==> src/rtl/par2ser_tx.sv <==
// Parallel-to-serial transmitter: accepts a word on a valid/ready handshake and
// emits it one bit per clock, optionally followed by an even-parity bit.
module par2ser_tx #(
    parameter int DATA_W    = 8,
    parameter int MSB_FIRST = 1,
    parameter int PARITY_EN = 0
) (
    input  logic              clk,
    input  logic              reset,
    input  logic [DATA_W-1:0] data_i,
    input  logic              valid_i,
    output logic              ready_o,
    output logic              ser_o,
    output logic              ser_en_o,
    output logic              done_o,
    output logic              busy_o
);

    localparam int FRAME_LEN = DATA_W + ((PARITY_EN != 0) ? 1 : 0);
    localparam int CNT_W     = $clog2(FRAME_LEN);
    localparam logic [CNT_W-1:0] CNT_LAST = CNT_W'(FRAME_LEN - 1);

    typedef enum logic {
        IDLE,
        SHIFT
    } state_t;

    state_t                 state_q, state_d;
    logic [FRAME_LEN-1:0]   shreg_q, shreg_d;
    logic [CNT_W-1:0]       cnt_q, cnt_d;
    logic                   ser_q, ser_d;
    logic                   ser_en_q, ser_en_d;
    logic                   done_q, done_d;

    logic                   last_bit;
    logic                   accept;

    // The frame is held in send order so the outgoing bit is always the MSB.
    function automatic logic [FRAME_LEN-1:0] load_frame(input logic [DATA_W-1:0] w);
        logic [DATA_W-1:0] ord;
        logic [DATA_W:0]   ext;
        for (int i = 0; i < DATA_W; i++) begin
            ord[i] = (MSB_FIRST != 0) ? w[i] : w[DATA_W-1-i];
        end
        ext = (PARITY_EN != 0) ? {ord, ^w} : {1'b0, ord};
        return FRAME_LEN'(ext);
    endfunction

    assign last_bit = (state_q == SHIFT) && (cnt_q == '0);
    assign ready_o  = (state_q == IDLE) || last_bit;
    assign accept   = valid_i && ready_o;

    always_comb begin
        state_d = state_q;
        shreg_d = shreg_q;
        cnt_d   = cnt_q;
        if (accept) begin
            state_d = SHIFT;
            shreg_d = load_frame(data_i);
            cnt_d   = CNT_LAST;
        end else if (last_bit) begin
            state_d = IDLE;
            shreg_d = '0;
            cnt_d   = '0;
        end else if (state_q == SHIFT) begin
            shreg_d = shreg_q << 1;
            cnt_d   = cnt_q - 1'b1;
        end

        // Outputs are registered from next-state values so they line up with the bit cycle.
        ser_en_d = (state_d == SHIFT);
        ser_d    = ser_en_d && shreg_d[FRAME_LEN-1];
        done_d   = ser_en_d && (cnt_d == '0);
    end

    always_ff @(posedge clk or negedge reset) begin
        if (!reset) begin
            state_q  <= IDLE;
            shreg_q  <= '0;
            cnt_q    <= '0;
            ser_q    <= 1'b0;
            ser_en_q <= 1'b0;
            done_q   <= 1'b0;
        end else begin
            state_q  <= state_d;
            shreg_q  <= shreg_d;
            cnt_q    <= cnt_d;
            ser_q    <= ser_d;
            ser_en_q <= ser_en_d;
            done_q   <= done_d;
        end
    end

    assign ser_o    = ser_q;
    assign ser_en_o = ser_en_q;
    assign done_o   = done_q;
    assign busy_o   = (state_q == SHIFT);

endmodule

==> config.mk <==
export PLATFORM = sky130hd
export DESIGN_NAME = par2ser_tx
export DESIGN_NICKNAME = d
export VERILOG_FILES = /design/src/rtl/par2ser_tx.sv
export SDC_FILE = /design/constraint.sdc
export NUM_CORES = 1
export LEC_CHECK = 0
export ABC_AREA = 1
export CAP_MARGIN = 25
export CORE_MARGIN = 4
export CORE_UTILIZATION = 35
export DETAILED_ROUTE_END_ITERATION = 10
export DONT_BUFFER_PORTS = 1
export SLEW_MARGIN = 40
export SYNTH_ARGS = -nofsm -noshare
export SYNTH_HDL_FRONTEND = slang
export SYNTH_SLANG_ARGS = --single-unit
export TNS_END_PERCENT = 10
==> constraint.sdc <==
create_clock -name clk -period 2.3 [get_ports clk]
set_clock_uncertainty 0.2 [all_clocks]
set_input_delay 0.23 -clock clk [delete_from_list [all_inputs] [get_ports clk]]
set_output_delay 0.23 -clock clk [all_outputs]
set_load 0.005 [all_outputs]
==> summary.md <==
| Metric | Value |
|---|---|
| Worst r2r src | `cnt_q[1]` |
| Flops & latches, synth | `13` |
| Final GP Congestion | `between 0.8 and 0.9` |
| Setup crit start kind | `flip-flop` |
| Later-pin clock latency in the skew report | `about 0.28 ns` |
| Iter 0 DRT Violations | `12` |
| Final Slew Violations | `0` |
| Worst Tran Pin Value | `approximately 0.55 ns` |
| Tot GR Track Use | `between 10% and 20%` |
| Maximum VDD drop | `between 0.0005 and 0.0006 V` |
| First-pass GRT wire length | `2100 um` |
| FF-to-FF path depth | `8` |
| WP data arrival | `between 1 and 1.5 ns` |
| Multi-input gate area | `between 200 and 300 um2` |
| Die H | `a little over 50 um` |
| Commonest non-fill, non-tap cell in the layout | `nand2_1` |
| P per Cell Area | `between 1000 and 1500 mW/mm2` |
| Reg-to-Reg End | `shreg_q[3]` |
| Largest net degree at the start of global routing | `14` |
| Antenna cells | `0` |
| DRT Wirelength | `roughly 1200 um` |
| Initial antenna violation count | `0` |
| Unrepaired setup endpoints after global routing | `false` |
| I/O pin cnt | `16` |
| Outcome | `finished, final reports clean` |
| Leak pwr | `between 0.4 and 0.5 nW` |
| Crit-path max FO | `4` |
| Final setup viols | `0` |
| Sequential area share after synthesis | `50.6%` |
| Global route overflow | `0` |
| CP endpoint kind | `output port` |
| Dpl cells | `roughly 100` |
| CP startpoint | `cnt_q[1]` |
| Post-CTS Resized | `0` |
| Wire length per cell | `10.3 um` |
| Final hold violation count | `0` |
| Maxcap violations | `0` |
| Nets | `between 100 and 150` |
| Die footprint | `between 0.002 and 0.003 mm2` |
| Final period utilization | `a little under three quarters` |
| # rows | `15` |
| Syn nets | `93` |
| Root Buffer | `clkbuf_4` |
| Synth Warn # | `0` |
| Die width | `between 50 and 60 um` |
| TritonCTS clock tree | `built` |
| Crit path kind | `flip-flop to output port` |
| CTS Hold Buffers Added | `10` |
| TNS Setup | `0 ns` |
| Max Root-Sink Buffers | `2` |
| Average size of a mapped cell | `8.04 um2` |
| HP Class | `input port to flip-flop` |
| Min Clock Period, post-route | `about 1.7 ns` |
| Cell count after synthesis | `80` |
| Required time of the critical path | `1.87 ns` |
| Final core occ | `a little under half` |
| Worst slew margin | `between 60 and 70%` |
| Via density | `4.58` |
| Worst setup path endpoint | `ready_o` |
| CTS Buf Count | `3` |
| Register area | `approximately 330 um2` |
| Commonest cells after routing, fill and taps aside | `nand2_1 (37), dfrtp_1 (13), nand3_1 (10), dlygate4sd3_1 (10), inv_1 (5)` |
| Routed Antenna Nets | `0` |
| Core area | `between 0.0015 and 0.002 mm2` |
| Yosys cell types | `13` |
| Total number of vias | `~540` |
| Vias in the first global route | `513` |
| TritonRoute pass-1 iters | `4` |
| Fill cell count | `185` |
| Layout cells sized above 1 | `about an eighth` |
| DRC viols | `0` |
| CTS Sinks | `13` |
| Port buffer count | `0` |
| Setup bufs post-CTS | `0` |
| Final Non-Filler Cells | `118` |
| Starting Density | `between 30% and 40%` |
| Max frequency | `0.606 GHz` |
| Reg clk slew, reported paths | `around 0.070 ns` |
| R2r setup slk | `0.77 ns` |
| H-tree depth | `1` |
| P&R area growth vs syn | `23.3%` |
| Mapped Area | `between 600 and 700 um2` |
==> logic make-up after synthesis <==
logic type / Yosys count / share of synthesized area (%)
AOI/OAI and AO/OA: 1 / 2.53
and+or+nand+nor: 54 / 36.2
buffers and inverters: 10 / 6.81
adders and majority gates: 2 / 3.89
DFF: 13 / 50.6
==> flip-flops by register name (all words and copies together) (netlist names) <==
register  cells
done_o        1
shreg_q       7
ser_o         1
ser_en_o      1
cnt_q         3
==> area by class of cell <==
type,instances,share of cell area [%]
flip-flops and latches,13,41.0
clock buffers,4,3.31
repair buffers,10,12.6
inverters,9,4.57
well taps,25,3.94
multi-input cells,57,34.5
==> power breakdown <==
part	switching (mW)	internal, mW	leakage [nW]
Sequential	0.0555	0.313	0.164
Clock	0.0751	0.0674	0.0150
Combinational	0.240	0.139	0.242
Total	0.370	0.519	0.422
==> worst max-delay path, cell delays in order (launching register included) <==
cell     delay [ns]
dfrtp_1        0.40
inv_1          0.08
ha_1           0.26
nand2_1        0.09
nand2_2        0.11
==> routing by layer <==
layer	routed length, um	vias up	GRT usage, %	share of wire [%]
met5	0	-	0	0
met4	12	0	1.35	0.99
met3	74	4	5.54	6.1
li1	-	269	-	-
met2	576	16	18.9	47
met1	550	252	12.5	45
==> Yosys cell counts <==
library cell	instances	area share, %
nand2_1	37	22
dfrtp_1	13	51
nand3_1	10	7.8
inv_1	5	2.9
nand2_2	4	3.9
ha_1	2	3.9
inv_2	2	1.2
nor2_1	2	1.2
a21oi_4	1	2.5
buf_4	1	1.2
clkinv_1	1	0.58
inv_4	1	0.97
nand2_4	1	1.8
==> worst min-delay path by stage <==
stage	startpoint	to	slack (ns)	depth (start not counted)
after global placement	reset	ser_o	-0.27	0
after CTS	valid_i	shreg_q[0]	0.02	3
after floorplan	reset	cnt_q[0]	-0.27	0
after global routing	valid_i	shreg_q[0]	0.03	3
after detailed placement	reset	ser_o	-0.27	0
final	valid_i	shreg_q[0]	0.005	3
==> through the flow <==
stage | total power, mW | setup slack (ns) | hold slack (ns) | cell area [um2]
2_1_floorplan | 0.669 | 0.913 | -0.266 | 643
3_3_place_gp | 0.733 | 0.827 | -0.265 | 667
3_5_place_dp | 0.742 | 0.772 | -0.265 | 667
4_1_cts | 0.902 | 0.642 | 0.0205 | 793
5_1_grt | 0.989 | 0.542 | 0.0349 | 793
6_report | 0.889 | 0.649 | 0.00494 | 793
Note: power is estimated with default switching activity, not from simulation.
